**config.mk**
```make
export PLATFORM = sky130hd
export DESIGN_NAME = turn_state_ctrl_flat
export DESIGN_NICKNAME = d
export VERILOG_FILES = /design/src/rtl/turn_state_if.sv /design/src/rtl/turn_state_ctrl.sv /design/src/flat_wrapper.sv
export SDC_FILE = /design/constraint.sdc
export NUM_CORES = 1
export LEC_CHECK = 0
export ABC_AREA = 1
export CAP_MARGIN = 20
export CORE_MARGIN = 2
export CORE_UTILIZATION = 60
export DETAILED_ROUTE_END_ITERATION = 10
export GPL_ROUTABILITY_DRIVEN = 0
export PLACE_DENSITY = 0.85
export SYNTH_ARGS = -nofsm -noshare
export SYNTH_HDL_FRONTEND = slang
export SYNTH_SLANG_ARGS = --single-unit
```
**constraint.sdc**
```tcl
create_clock -name clk -period 1.8 [get_ports clk]
set_clock_uncertainty 0.05 [all_clocks]
set_input_delay 0.36 -clock clk [delete_from_list [all_inputs] [get_ports clk]]
set_output_delay 0.36 -clock clk [all_outputs]
set_load 0.02 [all_outputs]
```
**src/rtl/turn_state_if.sv**
```systemverilog
// Signal bundle between the push-buttons/brake switch, the controller and the
// dot-matrix picture stage.
// Handshake: there is no valid/ready pair. The key and brake inputs are raw
// asynchronous levels. en_all and state are registered levels that hold their
// value until the next change, so a consumer samples them at any time.
// turn_dbg mirrors the internal turn FSM state (00 off, 01 left, 10 right).
interface turn_state_if;
    logic       key_power;
    logic       key_left;
    logic       key_right;
    logic       sw_brake;
    logic       en_all;
    logic [1:0] state;
    logic [1:0] turn_dbg;

    modport master (
        output key_power, key_left, key_right, sw_brake,
        input  en_all, state, turn_dbg
    );

    modport slave (
        input  key_power, key_left, key_right, sw_brake,
        output en_all, state, turn_dbg
    );
endinterface

```
**src/rtl/turn_state_ctrl.sv**
```systemverilog
// Turn-signal / brake state controller.
// Four active-low inputs pass through synchronizers and debouncers. Key presses
// (debounced falling edges) drive a display enable toggle and a three-state
// turn FSM with an auto-cancel timeout. The brake level overrides the displayed
// mode without disturbing the turn FSM.
module turn_state_ctrl #(
    parameter int DEBOUNCE_CYCLES     = 20000,
    parameter int TURN_TIMEOUT_CYCLES = 30_000_000
) (
    input  logic        clk,
    input  logic        rst_n,
    turn_state_if.slave bus
);
    localparam int DB_W = (DEBOUNCE_CYCLES > 1) ? $clog2(DEBOUNCE_CYCLES) : 1;
    localparam int TO_W = (TURN_TIMEOUT_CYCLES > 1) ? $clog2(TURN_TIMEOUT_CYCLES) : 1;
    localparam logic [DB_W-1:0] DB_LAST = DB_W'(DEBOUNCE_CYCLES - 1);
    localparam logic [TO_W-1:0] TO_LAST = TO_W'(TURN_TIMEOUT_CYCLES - 1);

    // Bit positions of the inputs inside the packed input vectors.
    localparam int K_POWER = 0;
    localparam int K_LEFT  = 1;
    localparam int K_RIGHT = 2;
    localparam int K_BRAKE = 3;

    typedef enum logic [1:0] {
        T_OFF   = 2'b00,
        T_LEFT  = 2'b01,
        T_RIGHT = 2'b10
    } turn_t;

    logic [3:0]      raw;
    logic [3:0]      sync_1;
    logic [3:0]      sync_2;
    logic [3:0]      clean;
    logic [3:0]      clean_d;
    logic [DB_W-1:0] db_cnt [4];

    logic            ev_power;
    logic            ev_left;
    logic            ev_right;
    logic            en_r;

    turn_t           turn_q;
    turn_t           turn_d;
    logic [TO_W-1:0] tmo_cnt;
    logic [TO_W-1:0] tmo_d;

    logic            en_q;
    logic [1:0]      state_q;

    assign raw = {bus.sw_brake, bus.key_right, bus.key_left, bus.key_power};

    // Two-flop synchronizers; reset to the released (high) level.
    always_ff @(posedge clk or negedge rst_n) begin
        if (!rst_n) begin
            sync_1 <= 4'hF;
            sync_2 <= 4'hF;
        end else begin
            sync_1 <= raw;
            sync_2 <= sync_1;
        end
    end

    // Debounce: the clean level moves only after the synchronized level has
    // differed from it for DEBOUNCE_CYCLES consecutive cycles. Any return to
    // the clean level restarts the count. clean_d is the previous clean level.
    always_ff @(posedge clk or negedge rst_n) begin
        if (!rst_n) begin
            clean   <= 4'hF;
            clean_d <= 4'hF;
            for (int i = 0; i < 4; i++) begin
                db_cnt[i] <= '0;
            end
        end else begin
            clean_d <= clean;
            for (int i = 0; i < 4; i++) begin
                if (sync_2[i] == clean[i]) begin
                    db_cnt[i] <= '0;
                end else if (db_cnt[i] == DB_LAST) begin
                    clean[i]  <= sync_2[i];
                    db_cnt[i] <= '0;
                end else begin
                    db_cnt[i] <= db_cnt[i] + 1'b1;
                end
            end
        end
    end

    // A press is a debounced 1->0 transition; releases produce nothing.
    assign ev_power = clean_d[K_POWER] & ~clean[K_POWER];
    assign ev_left  = clean_d[K_LEFT]  & ~clean[K_LEFT];
    assign ev_right = clean_d[K_RIGHT] & ~clean[K_RIGHT];

    // Display enable toggles on each power press.
    always_ff @(posedge clk or negedge rst_n) begin
        if (!rst_n) begin
            en_r <= 1'b0;
        end else if (ev_power) begin
            en_r <= ~en_r;
        end
    end

    // Turn FSM state register and timeout counter.
    always_ff @(posedge clk or negedge rst_n) begin
        if (!rst_n) begin
            turn_q  <= T_OFF;
            tmo_cnt <= '0;
        end else begin
            turn_q  <= turn_d;
            tmo_cnt <= tmo_d;
        end
    end

    // Turn FSM next state. Power-off wins, then a single left/right event,
    // then the timeout. Simultaneous left+right events leave the state alone.
    // The timeout counter clears on entry, on any left/right event and in
    // T_OFF, and saturates at its terminal value.
    always_comb begin
        turn_d = turn_q;
        tmo_d  = tmo_cnt;
        if (ev_power && en_r) begin
            turn_d = T_OFF;
        end else if (ev_left ^ ev_right) begin
            case (turn_q)
                T_OFF:   turn_d = ev_left  ? T_LEFT : T_RIGHT;
                T_LEFT:  turn_d = ev_left  ? T_OFF  : T_RIGHT;
                T_RIGHT: turn_d = ev_right ? T_OFF  : T_LEFT;
                default: turn_d = T_OFF;
            endcase
        end else if ((turn_q != T_OFF) && (tmo_cnt == TO_LAST)) begin
            turn_d = T_OFF;
        end

        if ((turn_d == T_OFF) || ev_left || ev_right || (turn_d != turn_q)) begin
            tmo_d = '0;
        end else if (tmo_cnt != TO_LAST) begin
            tmo_d = tmo_cnt + 1'b1;
        end
    end

    // Registered outputs. Brake is taken from the delayed clean level so that
    // it reaches the output with the same latency as a key press.
    always_ff @(posedge clk or negedge rst_n) begin
        if (!rst_n) begin
            en_q    <= 1'b0;
            state_q <= 2'b00;
        end else begin
            en_q    <= en_r;
            state_q <= (!clean_d[K_BRAKE]) ? 2'b11 : turn_q;
        end
    end

    assign bus.en_all   = en_q;
    assign bus.state    = state_q;
    assign bus.turn_dbg = turn_q;

endmodule

```
**src/flat_wrapper.sv**
```systemverilog
// flat-port wrapper written by rule: the top's interface ports become plain ports
module turn_state_ctrl_flat 
#(
    parameter int DEBOUNCE_CYCLES     = 20000,
    parameter int TURN_TIMEOUT_CYCLES = 30_000_000
)
  (clk, rst_n, bus_key_power, bus_key_left, bus_key_right, bus_sw_brake, bus_en_all, bus_state, bus_turn_dbg);
  turn_state_if bus_i ();
  input  logic clk;
  input  logic rst_n;
  input wire logic [$bits(bus_i.key_power)-1:0] bus_key_power;
  input wire logic [$bits(bus_i.key_left)-1:0] bus_key_left;
  input wire logic [$bits(bus_i.key_right)-1:0] bus_key_right;
  input wire logic [$bits(bus_i.sw_brake)-1:0] bus_sw_brake;
  output wire logic [$bits(bus_i.en_all)-1:0] bus_en_all;
  output wire logic [$bits(bus_i.state)-1:0] bus_state;
  output wire logic [$bits(bus_i.turn_dbg)-1:0] bus_turn_dbg;
  assign bus_i.key_power = bus_key_power;
  assign bus_i.key_left = bus_key_left;
  assign bus_i.key_right = bus_key_right;
  assign bus_i.sw_brake = bus_sw_brake;
  assign bus_en_all = bus_i.en_all;
  assign bus_state = bus_i.state;
  assign bus_turn_dbg = bus_i.turn_dbg;
  turn_state_ctrl #(.DEBOUNCE_CYCLES(DEBOUNCE_CYCLES), .TURN_TIMEOUT_CYCLES(TURN_TIMEOUT_CYCLES)) u_core (.clk(clk), .rst_n(rst_n), .bus(bus_i));
endmodule
```
Yosys cells after proc, flatten, opt, wreduce, memory -nomap -nowiden --
Cells that the tools add are included.
Word-level totals: flip-flop bits (word level) 107, bits of input ports 6
Cells by class: $add $sub $neg 5, equality and inequality tests 13, multiplexer cells 18, bitwise logic cells 12, reduce and logical (&&, ||, !) cells 13
Operators with widths (number):
- $mux 15 | 8
- $add 15x1->15 const B | 4
- $eq 15x15->1 const B | 4
- $mux 25 | 2
- $add 25x1->25 const B | 1
- $eq 25x25->1 const B | 1
- $ne 25x25->1 const B | 1
- $mux 2 | 6
- $not 1->1 | 8
- $reduce_and 2->1 | 4
- $pmux 2 s3 | 1
- $eq 1x1->1 | 4
- $logic_not 2->1 | 2
- $reduce_bool 2->1 | 2
- $and 1x1->1 | 3
- $logic_or 1x1->1 | 3
- $eq 2x1->1 const B | 1
- $eq 2x2->1 const B | 1
- $logic_and 1x1->1 | 2
- $ne 2x2->1 | 1
- $mux 1 | 1
- $xor 1x1->1 | 1

Logic depth before layout (Yosys ltp) --
Gate-level depths: netlist of the first run.
depth after elaboration 11, gate-level depth with buffers 13, depth with buffers taken out 12

Least setup slack after synthesis of the first run --
OpenSTA, ideal clock, no wires.
kind register to register, start register u_core.tmo_cnt[0], end register u_core.tmo_cnt[0], library setup time 0.071 ns, data arrival time 1.548 ns, required time 1.679 ns, path slack 0.130 ns, cell stages (with the launch flop) 14, buffers on the path 1, cells stage by stage dfrtp_1 -> ha_1 -> nand3_2 -> clkinv_1 -> nand2_1 -> nor2_1 -> nand2_1 -> nand2_1 -> nand2_1 -> nand3_1 -> nand2_1 -> nand3_4 -> buf_6 -> nor2_1
On the way: longest elaborated chain between the ends 10
RTL lines:
- from (decl) | RTL line turn_state_ctrl.sv:45 | logic [TO_W-1:0] tmo_cnt;
- from (signal assigned) | RTL line turn_state_ctrl.sv:110 | tmo_cnt <= tmo_d;
- $eq 25x25->1 | RTL line turn_state_ctrl.sv:130 | end else if ((turn_q != T_OFF) && (tmo_cnt == TO_LAST)) begin
- $logic_and 1x1->1 | RTL line turn_state_ctrl.sv:130
- $mux 2 | RTL line turn_state_ctrl.sv:130
- $mux 2 | RTL line turn_state_ctrl.sv:123 | end else if (ev_left ^ ev_right) begin
- $mux 2 | RTL line turn_state_ctrl.sv:121 | if (ev_power && en_r) begin
- $logic_not 2->1 | RTL line turn_state_ctrl.sv:134 | if ((turn_d == T_OFF) || ev_left || ev_right || (turn_d != turn_q)) begin
- $logic_or 1x1->1 (3 in a row) | RTL line turn_state_ctrl.sv:134
- $mux 25 / $reduce_bool 2->1 (equally long branches)
Several ways; a longest one is shown, not always the timed one. The select of a mux whose other input is x is not followed. A chain may end at the register's enable or synchronous reset.

Worst setup path after layout of the first run --
start register u_core.clean[1], end register u_core.tmo_cnt[11]
On the way: longest elaborated chain between the ends 11
RTL lines:
- from (decl) | RTL line turn_state_ctrl.sv:34 | logic [3:0] clean;
- from (signal, indexed assignment) | RTL line turn_state_ctrl.sv:80 | clean[i] <= sync_2[i];
- $not 1->1 (*) | RTL line turn_state_ctrl.sv:91 | assign ev_left = clean_d[K_LEFT] & ~clean[K_LEFT];
- $and 1x1->1 (*) | RTL line turn_state_ctrl.sv:91
- $mux 2, on equally long branches | RTL line turn_state_ctrl.sv:125, turn_state_ctrl.sv:126
- $pmux 2 s3 | RTL line turn_state_ctrl.sv:124 | case (turn_q)
- $mux 2 | RTL line turn_state_ctrl.sv:123
- $mux 2 | RTL line turn_state_ctrl.sv:121
- $logic_not 2->1 | RTL line turn_state_ctrl.sv:134
- $logic_or 1x1->1 (2 in a row) | RTL line turn_state_ctrl.sv:134
- $logic_or 1x1->1 (*) | RTL line turn_state_ctrl.sv:134
- $mux 25 / $reduce_bool 2->1 (equally long branches)
Every way passes the cells marked *; elsewhere a longest branch is shown, timed or not.

==> impl_metrics.csv, run 1 <==
group,metric,value,unit
clock_tree,clk_latency,0.38,ns
setup_path,critPathSlowestCell,"dfstp_2",
global_route,grt_pass1_wl,17800,µm
timing,maxSlewViolCount,0,
clock_tree,cts.htree.levels,3,
placement,hpwl,7130,µm
setup_path,cp-end-kind,"flip-flop",
routing,antenna_left,0,
yosys,synth_area_per_cell,8.77,µm²
global_route,track_usage,22.8,%
global_route,grt_remaining_overflow,0,
power,ir_drop,473,µV
setup_path,cp.required,2.06,ns
floorplan,io_pins,11,
setup_path,cpLargestDelayFamily,"simple AND/OR/NAND/NOR gates",
setup_path,path_cells,"inv_1 > nand2_4 > a21oi_2 > nor2_2 > nand2_1 > nand2_1 > nand2_2 > nand2_8 > nand3_4 > nor2_2",
final_layout,diodes,0,
setup_path,critPathKind,"reg -> reg",
final_layout,post_route_cells_drive_above_1_share,18.5,%
final_layout,nNetsFinal,656,
timing,rsz0062_at_grt,"true",
timing,fin_crit,1.81,ns
timing,hold_ws,0.296,ns
global_route,antenna_found_initial,0,
yosys,dominantRegCellSynth,"dfrtp_1",
final_layout,multi_input_area,2380,µm²
final_layout,seq_area,2700,µm²
timing,fin_crit_sh,100,%
routing,via_per_inst,5.75,
floorplan,die-area,9440,µm²
yosys,synthTopCellsByArea,"dfrtp_1, dfstp_2, nor2_1",
floorplan,rows,33,
floorplan,die_h,97.2,µm
clock_tree,clock-root-buffer,"clkbuf_8",
yosys,synth_top_area_cell,"dfrtp_1",
clock_tree,cts_buffers,9,
yosys,synth_nets,605,
timing,worstMarginPinSlew,0.436,ns
clock_tree,clk_pin_slew,0.10,ns
yosys,synth-seq-area-share,51.8,%
yosys,synthArstFlopShare,100,%
setup_path,start_kind,"flip-flop",
clock_tree,clock_sinks,107,
clock_tree,cts_tree,"done",
routing,drtIter0Drc,300,
routing,dr_total_vias,4343,
setup_path,critical_path_buf_inv_count,1,
setup_path,max_stage_delay,0.57,ns
yosys,ys_ff_latch,107,
outcome,status,"complete, but fails checks",
routing,routed_wl,11500,µm
timing,setup_viol,3,
yosys,synth.distinct_cells,35,
yosys,synth-edff-count,0,
floorplan,die_w,97.2,µm
yosys,synth_top_area_share,43.7,%
placement,port_buffers,10,
yosys,synth_cells,594,
routing,dr.pass1.iters,5,
timing,fin_ws,-0.00693,ns
timing,final_hold_viol_count,0,
timing,fin_setup_tns,-0.0164,ns
routing,drc_errors,0,
yosys,syn_area,5210,µm²
job,cap_violations,0,
floorplan,initial_core_util,62.7,%
setup_path,arrival,2.07,ns
global_route,first_global_vias,4174,
timing,fmax,553,MHz
power,p_per_area,721,nW/µm²
global_route,grt_max_degree,58,
power,leakage,2.55,nW
clock_tree,clock_path_buffers,2,
setup_path,critPathMaxFanout,7,
final_layout,syn_to_final_growth,17.4,%
outcome,violations,"negative setup slack",
floorplan,core,8300,µm²
min_path,hold_path_class,"in -> async",
final_layout,fillCellCount,530,
timing,max-slew-margin-rel,70.6,%
yosys,synth_warnings,0,
routing,wl_per_cell,15.2,µm
## path summary, 6_finish.rpt
check | start | cells past startpoint | slack [ns] | to
setup / recovery | u_core.clean[1] | 10 | -0.007 | u_core.tmo_cnt[11]
hold / removal | rst_n | 2 | 0.30 | u_core.tmo_cnt[5]
setup reg to reg | u_core.clean[1] | 10 | -0.007 | u_core.tmo_cnt[11]
hold reg to reg | u_core.sync_1[1] | 0 | 0.31 | u_core.sync_2[1]
max in group asynchronous | rst_n | 3 | 0.85 | u_core.sync_2[1]
min in group clk | u_core.sync_1[1] | 0 | 0.31 | u_core.sync_2[1]
## power breakdown
group / leakage, nW / internal [mW] / switching, mW
Combinational: 1.01 / 0.0704 / 0.109
Sequential: 1.42 / 2.44 / 0.0275
Clock: 0.123 / 0.944 / 0.819
Total: 2.55 / 3.46 / 0.955
## logic make-up after synthesis
group / share of synthesized area, %
adder cells (fa/ha/maj): 1.20
buffers and inverters: 6.56
XOR/XNOR: 6.73
AO/OA/AOI/OAI: 5.55
multiplexers: 0.865
AND/OR/NAND/NOR: 27.3
flip-flops: 51.8
## per-stage QoR
| stage | area [µm²] | setup WS [ns] | instances | total power [mW] | util, % |
|---|---|---|---|---|---|
| finish | 6110 | -0.00693 | 755 | 4.41 | 73.7 |
| CTS | 5900 | 0.0309 | 746 | 4.42 | 71.1 |
| floorplan | 5210 | 0.130 | 594 | 2.57 | - |
| global placement | 5570 | 0.108 | 724 | 2.66 | 67.1 |
| detailed placement | 5570 | -0.0430 | 724 | 2.67 | 67.1 |
| global route | 6110 | -0.104 | 755 | 4.57 | 73.7 |
## cells in the final DEF, fill, tap and decap left out, drive strengths merged
| cell | synthesis | routed |
|---|---|---|
| dfstp | 16 | 16 |
| nor4 | 14 | 14 |
| o41ai | 1 | 1 |
| buf | 2 | 29 |
| clkbuf | 0 | 10 |
| mux2 | 4 | 4 |
| nand3 | 29 | 32 |
| nand2 | 93 | 93 |
| nor3 | 24 | 24 |
| nand4 | 20 | 20 |
| dlygate4sd3 | 0 | 1 |
| o21ai | 16 | 16 |
| a21oi | 30 | 30 |
| dfrtp | 91 | 91 |
| inv | 84 | 87 |
| bufinv | 0 | 3 |
| clkinv | 1 | 1 |
| nor2 | 113 | 113 |
| clkdlybuf4s50 | 0 | 7 |
| and3 | 1 | 1 |
| a31o | 1 | 1 |
| a31oi | 3 | 3 |
| o31ai | 1 | 1 |
| dlygate4sd2 | 0 | 2 |
| nor3b | 2 | 2 |
| xnor2 | 8 | 8 |
| nand3b | 2 | 2 |
| xor2 | 32 | 32 |
| ha | 5 | 5 |
| a211oi | 1 | 1 |
## layer usage
metal / wire, µm / global-route usage, %
met5: 0 / 0
met4: 363 / 6.83
met3: 615 / 5.25
met2: 5740 / 39.4
met1: 4790 / 28.6
## flip-flops by register name, summed over array words and instances (netlist names)
name,cells
u_core.db_cnt,60
u_core.sync_1,4
u_core.bus.state,2
u_core.clean,4
u_core.sync_2,4
u_core.bus.en_all,1
u_core.tmo_cnt,25
u_core.clean_d,4
u_core.en_r,1
u_core.bus.turn_dbg,2
## area by class of cell
type	instances	share of cell area, %
flip-flops and latches	107	44.1
multi-input cells	403	38.9
repair buffers	39	5.57
inverters	85	5.22
well taps	105	2.15
clock buffers	10	2.09
clock inverters	6	1.94
## repair_timing
| item | CTS | global route |
|---|---|---|
| gates cloned | 3 | 0 |
| resized for setup | 9 | 38 |
| pin swaps | 6 | 19 |
| hold buffers | 1 | 0 |
| endpoints found under the hold margin | 13 | 0 |
| buffers inserted | 2 | 9 |
| endpoints found under the setup margin | 27 | 39 |
## Yosys cell counts, drive strengths merged, types with 3 or more instances
cell type / number
nor4: 14
a21oi: 30
xnor2: 8
o21ai: 16
dfrtp: 91
nand2: 93
ha: 5
dfstp: 16
nor3: 24
nand3: 29
xor2: 32
mux2: 4
nor2: 113
inv: 84
a31oi: 3
nand4: 20
Power figures use the tool's default switching activity.
==> inputs of run 2 (changes only) <==
- CORE_UTILIZATION: 60 -> 42
- PLACE_DENSITY: 0.85 -> 0.66
==> run 2 against run 1 <==
Compared with the run above:
- the flow now finishes without violations
- final area increased by 2.3%
- critical endpoint is now u_core.db_cnt[12]
- core utilization decreased by 22 points
- final cell count increased by 9.3%
- global-route usage decreased by 6.3 points
- clock-buffer cell count increased by 2
- sequential power about the same
==> impl_metrics.csv, run 2 (same netlist as run 1, synthesis figures left out) <==
group,metric,value,unit
global_route,antenna_found_initial,0,
clock_tree,clk_latency,0.34,ns
global_route,first_global_vias,3910,
setup_path,cp.required,1.97,ns
final_layout,diodes,0,
clock_tree,clock_sinks,107,
clock_tree,cts.htree.levels,3,
timing,max-slew-margin-rel,72.4,%
floorplan,rows,40,
placement,post-place-ws,-0.0241,ns
placement,hpwl,6970,µm
routing,routed_wl,10600,µm
final_layout,post_route_cells_drive_above_1_share,20.9,%
job,cap_violations,0,
final_layout,top_regs,"u_core.db_cnt: 60 flops, u_core.tmo_cnt: 25 flops",
outcome,status,"finished clean",
global_route,grt_max_degree,41,
clock_tree,clock-root-buffer,"clkbuf_16",
setup_path,cp-end-kind,"flip-flop",
final_layout,final_common_cell,"dfrtp_1",
timing,rsz0062_at_grt,"true",
floorplan,core,12100,µm²
routing,dr_total_vias,4081,
clock_tree,clock_path_buffers,2,
setup_path,worstRegToRegCells,8,
min_path,hold_path_class,"reg -> reg",
global_route,track_usage,16.5,%
floorplan,io_pins,11,
clock_tree,cts_buffers,9,
setup_path,regToRegEndpoint,"u_core.db_cnt[12]",
floorplan,die_w,115,µm
setup_path,arrival,1.97,ns
floorplan,die_h,115,µm
setup_path,r2r_start,"u_core.db_cnt[1]",
final_layout,regMostFlops,"u_core.db_cnt",
power,leakage,2.58,nW
clock_tree,cts_tree,"done",
setup_path,crit_end,"u_core.db_cnt[12]",
routing,drtIter0Drc,205,
setup_path,start_kind,"flip-flop",
placement,port_buffers,10,
clock_tree,clk_pin_slew,0.07,ns
routing,dr.pass1.iters,5,
final_layout,layout.cells.non_filler,825,
power,ir_drop,566,µV
power,p_per_area,707,nW/µm²
timing,maxSlewViolCount,0,
routing,antenna_left,0,
global_route,grt_remaining_overflow,0,
global_route,grt_pass1_wl,17700,µm
floorplan,die-area,13300,µm²
final_layout,final_cell_mix,"dfrtp_1, nor2_1, nand2_1",
routing,drc_errors,0,
setup_path,critPathKind,"reg -> reg",
setup_path,reg2reg_slack,0.004,ns
min_path,min_path_cells,0,
timing,worstMarginPinSlew,0.411,ns
final_layout,fillCellCount,1090,
setup_path,startpoint,"u_core.db_cnt[1]",
timing,fmax,557,MHz
timing,fin_crit_sh,99.8,%
timing,final_hold_viol_count,0,
floorplan,initial_core_util,43.2,%
routing,wl_per_cell,12.8,µm
timing,setup_viol,0,
timing,fin_ws,0.00425,ns
final_layout,nNetsFinal,663,
timing,fin_crit,1.80,ns
placement,place_inst,789,
routing,via_per_inst,4.95,
final_layout,largest_reg_flops,60,
setup_path,critPathMaxFanout,5,
final_layout,syn_to_final_growth,20.1,%
[run 2: cell count changes in the layout (fill, tap and decap cells not counted), moves of 3 or more]
| cell | change |
|---|---|
| buf_4 | +8 |
| bufinv_16 | -3 |
| clkbuf_16 | +9 |
| clkbuf_8 | -9 |
| inv_1 | -3 |
| inv_2 | +4 |
| nor2_1 | -5 |
| nor2_2 | +4 |
[run 2: where the power goes]
group	internal (mW)	switching, mW	leakage [nW]
registers	2.44	0.0250	1.42
clock network	0.943	0.835	0.131
logic	0.0678	0.108	1.04
total	3.45	0.967	2.58
[run 2: layout make-up]
type	instances	area (µm²)	share of cell area, %
clock buffers	12	236	3.78
clock inverters	4	27.5	0.440
inverters	85	319	5.10
multi-input cells	403	2380	38.1
flip-flops and latches	107	2700	43.1
well taps	168	210	3.36
repair buffers	46	380	6.08
[run 2: how the worst min path moves through the flow]
stage	to	slack [ns]	startpoint
after floorplan	u_core.bus.en_all	0.01	rst_n
after global placement	u_core.tmo_cnt[9]	0.27	rst_n
after detailed placement	u_core.tmo_cnt[8]	0.27	rst_n
after CTS	u_core.sync_2[3]	0.31	u_core.sync_1[3]
after global routing	u_core.sync_2[1]	0.31	u_core.sync_1[1]
final	u_core.sync_2[0]	0.31	u_core.sync_1[0]
[run 2: metrics by stage]
| stage | hold slack (ns) | power (mW) | utilization, % | cell area, µm² | TNS (ns) |
|---|---|---|---|---|---|
| after floorplan | 0.0144 | 2.57 | - | 5210 | 0 |
| after global placement | 0.268 | 2.66 | 46.8 | 5650 | 0 |
| after detailed placement | 0.274 | 2.67 | 46.8 | 5650 | -0.0432 |
| after CTS | 0.308 | 4.46 | 49.6 | 5980 | 0 |
| after global routing | 0.306 | 4.60 | 51.9 | 6260 | -0.383 |
| final | 0.306 | 4.42 | 51.9 | 6260 | 0 |
[run 2: critical path, cell delays in order, from the launching register on]
cell and delay (ns):
dfrtp_1 0.42, ha_4 0.18, nand3_4 0.09, nor2_4 0.13, nand2_2 0.09, nor4_4 0.41
nand2_1 0.12, o21ai_1 0.14, a21oi_1 0.05
[run 2: routing by layer]
layer  up-vias  track usage (%)  share of wire (%)
li1       2041                -                  -
met1      1951             21.6                 46
met2        74             26.8                 48
met3        15             4.38                3.9
met4         0             5.14                1.7
met5         -                0                  0
[run 2: repair_timing]
| action | 4_1_cts | 5_1_grt |
|---|---|---|
| resized for setup | 7 | 50 |
| hold endpoints to repair | 23 | 0 |
| setup endpoints to repair | 15 | 37 |
| hold buffers | 1 | 0 |
| pin swaps | 5 | 23 |
| setup buffers | 1 | 15 |
| gates cloned | 3 | 0 |
